==> src/rtl/pc_fetch_ctrl.sv <==
// Fetch-stage program counter sequencer: boot, sequential fetch, and one-cycle
// flush on jump/branch redirects, with sticky misalignment flag and redirect counter.
module pc_fetch_ctrl #(
   parameter int unsigned           WIDTH     = 32,
   parameter logic [WIDTH-1:0]      RESET_VEC = '0,
   parameter int unsigned           STEP      = 4
) (
   input  logic             clka,
   input  logic             rsta,
   input  logic             stall,
   input  logic             imem_ready,
   input  logic             br_taken,
   input  logic [WIDTH-1:0] br_target,
   input  logic             jmp_valid,
   input  logic [WIDTH-1:0] jmp_target,
   output logic [WIDTH-1:0] pc,
   output logic             pc_valid,
   output logic             flush,
   output logic             misalign,
   output logic [15:0]      redirect_cnt
);

   // state       | meaning
   // ST_BOOT     | first cycle after reset, pc=RESET_VEC, no fetch issued
   // ST_FETCH    | pc is a live fetch request, advances or holds
   // ST_REDIRECT | pc was just reloaded from a target, flush bubble
   typedef enum logic [1:0] {
      ST_BOOT     = 2'd0,
      ST_FETCH    = 2'd1,
      ST_REDIRECT = 2'd2
   } state_t;

   localparam logic [WIDTH-1:0] ALIGN_MASK = {{(WIDTH-2){1'b1}}, 2'b00};
   localparam logic [WIDTH-1:0] STEP_W     = WIDTH'(STEP);

   state_t           state_q, state_d;
   logic [WIDTH-1:0] pc_q, pc_d;
   logic             pc_valid_q, pc_valid_d;
   logic             flush_q, flush_d;
   logic             misalign_q, misalign_d;
   logic [15:0]      redirect_cnt_q, redirect_cnt_d;

   logic             redir_req;
   logic [WIDTH-1:0] redir_tgt;

   always_ff @(posedge clka or posedge rsta) begin
      if (rsta) begin
         state_q        <= ST_BOOT;
         pc_q           <= RESET_VEC;
         pc_valid_q     <= 1'b0;
         flush_q        <= 1'b0;
         misalign_q     <= 1'b0;
         redirect_cnt_q <= '0;
      end else begin
         state_q        <= state_d;
         pc_q           <= pc_d;
         pc_valid_q     <= pc_valid_d;
         flush_q        <= flush_d;
         misalign_q     <= misalign_d;
         redirect_cnt_q <= redirect_cnt_d;
      end
   end

   // Jump outranks branch when both arrive in the same cycle.
   assign redir_req = jmp_valid | br_taken;
   assign redir_tgt = jmp_valid ? jmp_target : br_target;

   always_comb begin
      state_d        = state_q;
      pc_d           = pc_q;
      misalign_d     = misalign_q;
      redirect_cnt_d = redirect_cnt_q;

      case (state_q)
         ST_BOOT: begin
            state_d = ST_FETCH;
         end
         ST_FETCH, ST_REDIRECT: begin
            if (redir_req) begin
               state_d    = ST_REDIRECT;
               pc_d       = redir_tgt & ALIGN_MASK;
               misalign_d = misalign_q | (|redir_tgt[1:0]);
               if (redirect_cnt_q != 16'hFFFF) begin
                  redirect_cnt_d = redirect_cnt_q + 16'd1;
               end
            end else if (state_q == ST_REDIRECT) begin
               state_d = ST_FETCH;
            end else if (!stall && imem_ready) begin
               pc_d = pc_q + STEP_W;
            end
         end
         default: begin
            state_d = ST_BOOT;
         end
      endcase

      pc_valid_d = (state_d == ST_FETCH);
      flush_d    = (state_d == ST_REDIRECT);
   end

   assign pc           = pc_q;
   assign pc_valid     = pc_valid_q;
   assign flush        = flush_q;
   assign misalign     = misalign_q;
   assign redirect_cnt = redirect_cnt_q;

endmodule

==> config.mk <==
export PLATFORM = sky130hd
export DESIGN_NAME = pc_fetch_ctrl
export DESIGN_NICKNAME = d
export VERILOG_FILES = /design/src/rtl/pc_fetch_ctrl.sv
export SDC_FILE = /design/constraint.sdc
export NUM_CORES = 1
export LEC_CHECK = 0
export ABC_CLOCK_PERIOD_IN_PS = 2600
export CORE_ASPECT_RATIO = 1.1
export CORE_MARGIN = 2
export CORE_UTILIZATION = 37
export DETAILED_ROUTE_END_ITERATION = 10
export GPL_TIMING_DRIVEN = 0
export PLACE_DENSITY_LB_ADDON = 0.1
export SETUP_SLACK_MARGIN = 0.2
export SLEW_MARGIN = 20
export SYNTH_ARGS = -nofsm -noshare
export SYNTH_HDL_FRONTEND = slang
export SYNTH_SLANG_ARGS = --single-unit
==> constraint.sdc <==
create_clock -name clka -period 2.6 [get_ports clka]
set_input_delay 0.52 -clock clka [delete_from_list [all_inputs] [get_ports clka]]
set_output_delay 0.52 -clock clka [all_outputs]
set_load 0.01 [all_outputs]
==> results of run 1 <==
[worst paths after layout]
kind,from,to,cells after the start
max in group asynchronous,rsta,pc[14]$_DFFE_PP0P_,2
worst min-delay path,misalign$_DFFE_PP0P_,misalign$_DFFE_PP0P_,1
worst max register to register,state_q[1]$_DFF_PP0_,redirect_cnt[15]$_DFFE_PP0P_,8
worst max-delay path,jmp_valid,pc[20]$_DFFE_PP0P_,7
min in group asynchronous,rsta,pc[6]$_DFFE_PP0P_,2
worst min register to register,misalign$_DFFE_PP0P_,misalign$_DFFE_PP0P_,1
[cell usage after synthesis (2+ instances only)]
library cell   n  area (sq um)
o2bb2ai_1      3          26.3
o31ai_1        2          15.0
and3_2         2          15.0
nand3_1       23           115
o21ai_1       14          70.1
a22o_1         8          70.1
nor2_1        34           128
o21ai_0        9          45.0
nor4_1         4          25.0
nand2_1       22          82.6
or2_1          2          12.5
inv_1         13          48.8
o31a_1         5          43.8
and4_1         2          17.5
nor2b_1        2          12.5
nand3_4        2          35.0
nand4_1       17           106
buf_4          3          22.5
a21o_1         3          22.5
nor3b_1        2          15.0
xnor2_1        7          61.3
o22ai_1        6          37.5
ha_1           7          87.6
a2bb2oi_1      2          17.5
o21a_1         2          15.0
and2_1         3          18.8
a311o_1        2          20.0
or4_1          2          15.0
dfrtp_1       51          1280
nor4_4         2          42.5
xor2_1         8          70.1
a222oi_1       2          20.0
and3_1         7          43.8
a21oi_1       30           150
a22oi_1       15           113
buf_2          7          35.0
nor3_1         7          35.0
a31oi_1        4          25.0
a211oi_1       2          15.0
a221oi_1       3          26.3
clkbuf_1      10          37.5
[worst register-to-register path, cell delays in order, from the launching register on]
cell and delay, ps:
dfrtp_1 400, inv_1 80, ha_1 270, buf_2 220, o21a_1 370, nand4_1 190
nor3_1 330, nand3_1 140, xnor2_1 140
[logic make-up (layout without fill, tap and decap cells)]
kind of cell / Yosys count / after routing
and+or+nand+nor: 137 / 137
muxes: 2 / 2
AOI/OAI and AO/OA: 118 / 118
xor gates and xnor gates: 15 / 15
other: 1 / 2
DFF: 51 / 51
adders and majority gates: 7 / 7
buffers and inverters: 36 / 162
[stage by stage]
stage	total power, mW	cells
final	4.23	605
after detailed placement	3.77	597
after CTS	4.23	605
after global placement	3.71	597
after floorplan	2.65	368
after global routing	4.54	605
[power groups by stage]
stage | Sequential, mW | Clock, mW | Combinational (mW)
2_1_floorplan | 1.58 | 0 | 1.07
3_3_place_gp | 1.52 | 0 | 2.19
3_5_place_dp | 1.53 | 0 | 2.24
4_1_cts | 1.52 | 0.472 | 2.25
5_1_grt | 1.58 | 0.495 | 2.47
6_report | 1.52 | 0.462 | 2.24
[layer usage]
| metal | wire [um] | share of wire | track usage | vias to the layer above |
|---|---|---|---|---|
| met5 | 0 | 0 | 0 | - |
| met4 | 113 | 0.010 | 0.0520 | 0 |
| met3 | 771 | 0.072 | 0.0420 | 11 |
| met2 | 5240 | 0.49 | 0.393 | 122 |
| met1 | 4640 | 0.43 | 0.301 | 1615 |
| li1 | - | - | - | 1619 |
[state kept, by name, indices dropped and copies added, names as in the netlist]
name / count
misalign: 1
pc_valid: 1
state_q: 2
pc: 30
redirect_cnt: 16
flush: 1
[cell type report]
cell class	count	area (sq um)	share of cell area
Sequential cell	51	1280	0.275
Timing Repair Buffer	118	1180	0.254
Inverter	14	55.1	0.0119
Multi-Input combinational cell	281	1800	0.387
Tap cell	111	139	0.0299
Clock buffer	7	76.3	0.0164
Buffer	22	116	0.0251
Clock inverter	1	5.00	0.00108
==> metrics.md, run 1 <==
| Metric | Value |
|---|---|
| Multiplexer area fraction after synthesis | `0.00659` |
| Critical Path Most Common Cell | `buf_2` |
| Synth Instances | `367` |
| P&R area growth vs syn | `44.0%` |
| Relative slew slack | `0.496` |
| Crit end category | `flip-flop` |
| Peak VDD IR | `415 uV` |
| Setup ws final | `235 ps` |
| Sequential share of the synthesized area | `0.396` |
| First-pass GRT wire length | `17000 um` |
| Design area | `0.00464 sq mm` |
| R2R setup slack | `350 ps` |
| # clock sinks | `51` |
| Core area | `0.00841 sq mm` |
| Crit path buf inv count | `4` |
| Main combinational cell family by area after synthesis | `compound AO/OA/AOI/OAI gates` |
| Synth unique cells | `57` |
| LEAKAGE | `1.88 nW` |
| Status | `finished, final reports clean` |
| Crit path largest cell delay | `510 ps` |
| Post-synthesis simple-gate area fraction | `0.235` |
| Final Setup Violations | `0` |
| CTS Hold Buffers Added | `0` |
| Antenna diodes | `0` |
| Clock slew at reported path FFs | `100 ps` |
| Drt total wl | `10800 um` |
| Final Util | `0.552` |
| DP Area | `0.00455 sq mm` |
| Fin crit period | `2370 ps` |
| Setup TNS | `0 ps` |
| CP max FO | `10` |
| Pwr/cell area | `910 mW/mm^2` |
| Internal power | `2.37 mW` |
| Fin. max-slew vios | `0` |
| EDFF count, synth | `0` |
| Crit Path Class | `in -> reg` |
| Clock skew | `14.5 ps` |
| Vias | `3367` |
| Detailed placement HPWL | `7800 um` |
| Setup crit start kind | `input port` |
| Final Wtd Congestion | `0.820` |
| Max Cap Viol | `0` |
| Top-level I/O count | `121` |
| Switch share | `0.440` |
| Drt first pass iters | `4` |
| Net Sw Power | `1.86 mW` |
| Root buffer cell | `clkbuf_8` |
| Largest net degree at the start of global routing | `52` |
| Hold slack | `468 ps` |
| Avg WL per Cell | `17.8 um` |
| Dpl ws | `-173 ps` |
| Yosys reg bits | `51` |
| Sequential power share | `0.360` |
| Final hold vios | `0` |
| Crit-path cells | `clkdlybuf4s50_1 > or2_1 > buf_2 > o21ai_2 > buf_4 > buf_2 > o22ai_1` |
| Setup Buffers After CTS | `0` |
| Compound-Gate Fraction of Synth Area | `0.243` |
| Drt initial violations | `247` |
| CTS Buf Count | `5` |
| Asr flop ratio synth | `1.00` |
| Final nets | `570` |
| Post-synthesis adder-cell area fraction | `0.0272` |
| Crit path max-delay cell type | `clkdlybuf4s50_1` |
| Comb power frac | `0.530` |
| Max clock buf depth | `2` |
| Total GRT Usage | `0.228` |
| Commonest non-fill, non-tap cell in the layout | `clkdlybuf4s50_1` |
| Vias in the first global route | `3273` |
| Std-Cell Rows | `35` |
| DRT antenna net count | `0` |
| Fmax | `423 MHz` |
| Fillers | `797` |
| TritonCTS clock tree | `built` |
| Avg Inst Size Synth | `8.79 sq um` |
| Worst Path Required | `2790 ps` |
| # DRC | `0` |
| Total grt overflow | `0` |
| Die width | `93.0 um` |
| Height of the die | `102 um` |
| Initial antenna violation count | `0` |
| Post_cts resized | `2` |
| Top_reg_cell synth | `dfrtp_1` |
| Netlist Area Pre-Place | `0.00323 sq mm` |
| Worst-margin pin slew | `750 ps` |
| Worst-skew pair later-pin latency | `310 ps` |
| Die area | `0.00948 sq mm` |
| Top delay family on crit path | `buffers and inverters` |
| Period Utilization, post-route | `0.910` |
| Share of layout cells above drive strength 1 | `0.0709` |
| Post-DR vias/cell | `5.57` |
| H-tree depth | `2` |
| Initial Utilization | `0.384` |
| RSZ-0062 raised after global routing | `yes` |
| Yosys warns | `0` |
| Worst hold path class | `reg -> reg` |
| Clock group share of total power | `0.109` |
| Crit path DAT | `2550 ps` |
| Count of buffers from port buffering | `118` |
| Fraction of synthesized cell area in xor and xnor cells | `0.0407` |
| Most frequent cells in the layout | `clkdlybuf4s50_1 (118), dfrtp_1 (51), nor2_1 (34)` |
No activity file was read; power rests on OpenSTA's default activity.
==> run 2: changes to the inputs <==
- CORE_ASPECT_RATIO: 1.1 -> not set
==> metrics.md, run 2 (same netlist as run 1, synthesis figures left out) <==
| Metric | Value |
|---|---|
| Status | `finished, final reports clean (unchanged)` |
| Root buffer cell | `clkbuf_8 (unchanged)` |
| P&R area growth vs syn | `44.2% (was 44.0%)` |
| Setup crit start kind | `input port (unchanged)` |
| First-pass GRT wire length | `17200 um (was 17000 um)` |
| Fin. max-slew vios | `0 (unchanged)` |
| R2R setup slack | `410 ps (was 350 ps)` |
| CTS Buf Count | `5 (unchanged)` |
| Most frequent cells in the layout | `clkdlybuf4s50_1 (118), dfrtp_1 (51), nor2_1 (34) (unchanged)` |
| Setup Buffers After CTS | `0 (unchanged)` |
| Final Wtd Congestion | `0.862 (was 0.820)` |
| TritonCTS clock tree | `built (unchanged)` |
| Post_cts resized | `2 (unchanged)` |
| H-tree depth | `2 (unchanged)` |
| Max Cap Viol | `0 (unchanged)` |
| # clock sinks | `51 (unchanged)` |
| Avg WL per Cell | `17.7 um (was 17.8 um)` |
| Worst-margin pin slew | `789 ps (was 750 ps)` |
| Clock slew at reported path FFs | `110 ps (was 100 ps)` |
| Post-DR vias/cell | `5.64 (was 5.57)` |
| Worst Hold Depth | `1 (unchanged)` |
| Max clock buf depth | `2 (unchanged)` |
| R2R depth | `8 (unchanged)` |
| Core area | `0.00859 sq mm (was 0.00841 sq mm)` |
| Final Setup Violations | `0 (unchanged)` |
| Share of layout cells above drive strength 1 | `0.0749 (was 0.0709)` |
| Reg2reg end | `pc[31]$_DFFE_PP0P_ (was redirect_cnt[15]$_DFFE_PP0P_)` |
| Worst hold path class | `reg -> reg (unchanged)` |
| Final nets | `570 (unchanged)` |
| Vias | `3396 (was 3367)` |
| Crit path from | `jmp_valid (unchanged)` |
| Period Utilization, post-route | `0.902 (was 0.910)` |
| Crit Path Class | `in -> reg (unchanged)` |
| Drt initial violations | `180 (was 247)` |
| Drt first pass iters | `5 (was 4)` |
| Pwr/cell area | `919 mW/mm^2 (was 910 mW/mm^2)` |
| Final hold vios | `0 (unchanged)` |
| Count of buffers from port buffering | `118 (unchanged)` |
| Antenna diodes | `0 (unchanged)` |
| Worst Path Required | `2790 ps (about the same)` |
| Largest net degree at the start of global routing | `52 (unchanged)` |
| LEAKAGE | `1.89 nW (was 1.88 nW)` |
| Height of the die | `97.4 um (was 102 um)` |
| Relative slew slack | `0.471 (was 0.496)` |
| Drt total wl | `10700 um (was 10800 um)` |
| Total grt overflow | `0 (unchanged)` |
| # DRC | `0 (unchanged)` |
| Top-level I/O count | `121 (unchanged)` |
| CP max FO | `10 (unchanged)` |
| Clock skew | `13.5 ps (was 14.5 ps)` |
| Max reg flops | `30 (unchanged)` |
| Initial antenna violation count | `0 (unchanged)` |
| Die area | `0.00948 sq mm (about the same)` |
| RSZ-0062 raised after global routing | `yes (unchanged)` |
| Crit end category | `flip-flop (unchanged)` |
| Setup ws final | `254 ps (was 235 ps)` |
| Detailed placement HPWL | `7640 um (was 7800 um)` |
| Final Power | `4.27 mW (was 4.23 mW)` |
| Hold slack | `468 ps (about the same)` |
| Initial Utilization | `0.375 (was 0.384)` |
| Die width | `97.4 um (was 93.0 um)` |
| Dpl ws | `-155 ps (was -173 ps)` |
| Peak VDD IR | `325 uV (was 415 uV)` |
| CP Capture Point | `pc[19]$_DFFE_PP0P_ (was pc[20]$_DFFE_PP0P_)` |
| Crit path DAT | `2540 ps (was 2550 ps)` |
| DRT antenna net count | `0 (unchanged)` |
| Fin crit period | `2350 ps (was 2370 ps)` |
| Std-Cell Rows | `34 (was 35)` |
| CTS Hold Buffers Added | `0 (unchanged)` |
| Total GRT Usage | `0.223 (was 0.228)` |
| Commonest non-fill, non-tap cell in the layout | `clkdlybuf4s50_1 (unchanged)` |
| Fmax | `426 MHz (was 423 MHz)` |
| Worst-skew pair later-pin latency | `320 ps (was 310 ps)` |
| R2R Path Start | `state_q[0]$_DFF_PP0_ (was state_q[1]$_DFF_PP0_)` |
| Vias in the first global route | `3348 (was 3273)` |
==> run 2: area by class of cell <==
class	instances	area, sq um
fillers	828	3940
clock inverters	3	26.3
multi-input cells	281	1790
clock buffers	5	68.8
flip-flops and latches	51	1280
repair buffers	118	1180
well taps	108	135
inverters	14	55.1
plain buffers	22	116
==> run 2: critical path, cell delays in order <==
cell and delay [ps]:
clkdlybuf4s50_1 490, or2_1 240, buf_2 180, o21ai_2 370, buf_4 280, buf_2 310, o22ai_1 140
==> run 2: how the worst min path moves through the flow <==
stage          slack (ps)                  from                   end
6_report              470  misalign$_DFFE_PP0P_  misalign$_DFFE_PP0P_
3_5_place_dp          450  misalign$_DFFE_PP0P_  misalign$_DFFE_PP0P_
5_1_grt               500  misalign$_DFFE_PP0P_  misalign$_DFFE_PP0P_
4_1_cts               480  misalign$_DFFE_PP0P_  misalign$_DFFE_PP0P_
2_1_floorplan         490  misalign$_DFFE_PP0P_  misalign$_DFFE_PP0P_
3_3_place_gp          450  misalign$_DFFE_PP0P_  misalign$_DFFE_PP0P_
==> run 2: metrics by stage <==
step                utilization  TNS [ps]  instances  area (sq um)
CTS                       0.541         0        602          4650
finish                    0.541         0        602          4650
global route              0.541         0        602          4650
detailed placement        0.529     -1810        594          4550
floorplan                     -         0        368          3230
global placement          0.529    -18410        594          4550
==> run 2: report_power, final <==
| part | switching, mW | total (mW) | internal (mW) |
|---|---|---|---|
| Sequential | 0.427 | 1.52 | 1.10 |
| Combinational | 1.16 | 2.24 | 1.08 |
| Clock | 0.305 | 0.504 | 0.199 |
==> run 2: metal layers <==
layer | global-route usage | vias to the layer above | wire length (um)
met5 | 0 | - | 0
met4 | 0.0598 | 0 | 178
met3 | 0.0511 | 14 | 849
met2 | 0.363 | 132 | 4980
met1 | 0.301 | 1623 | 4660
li1 | - | 1627 | -
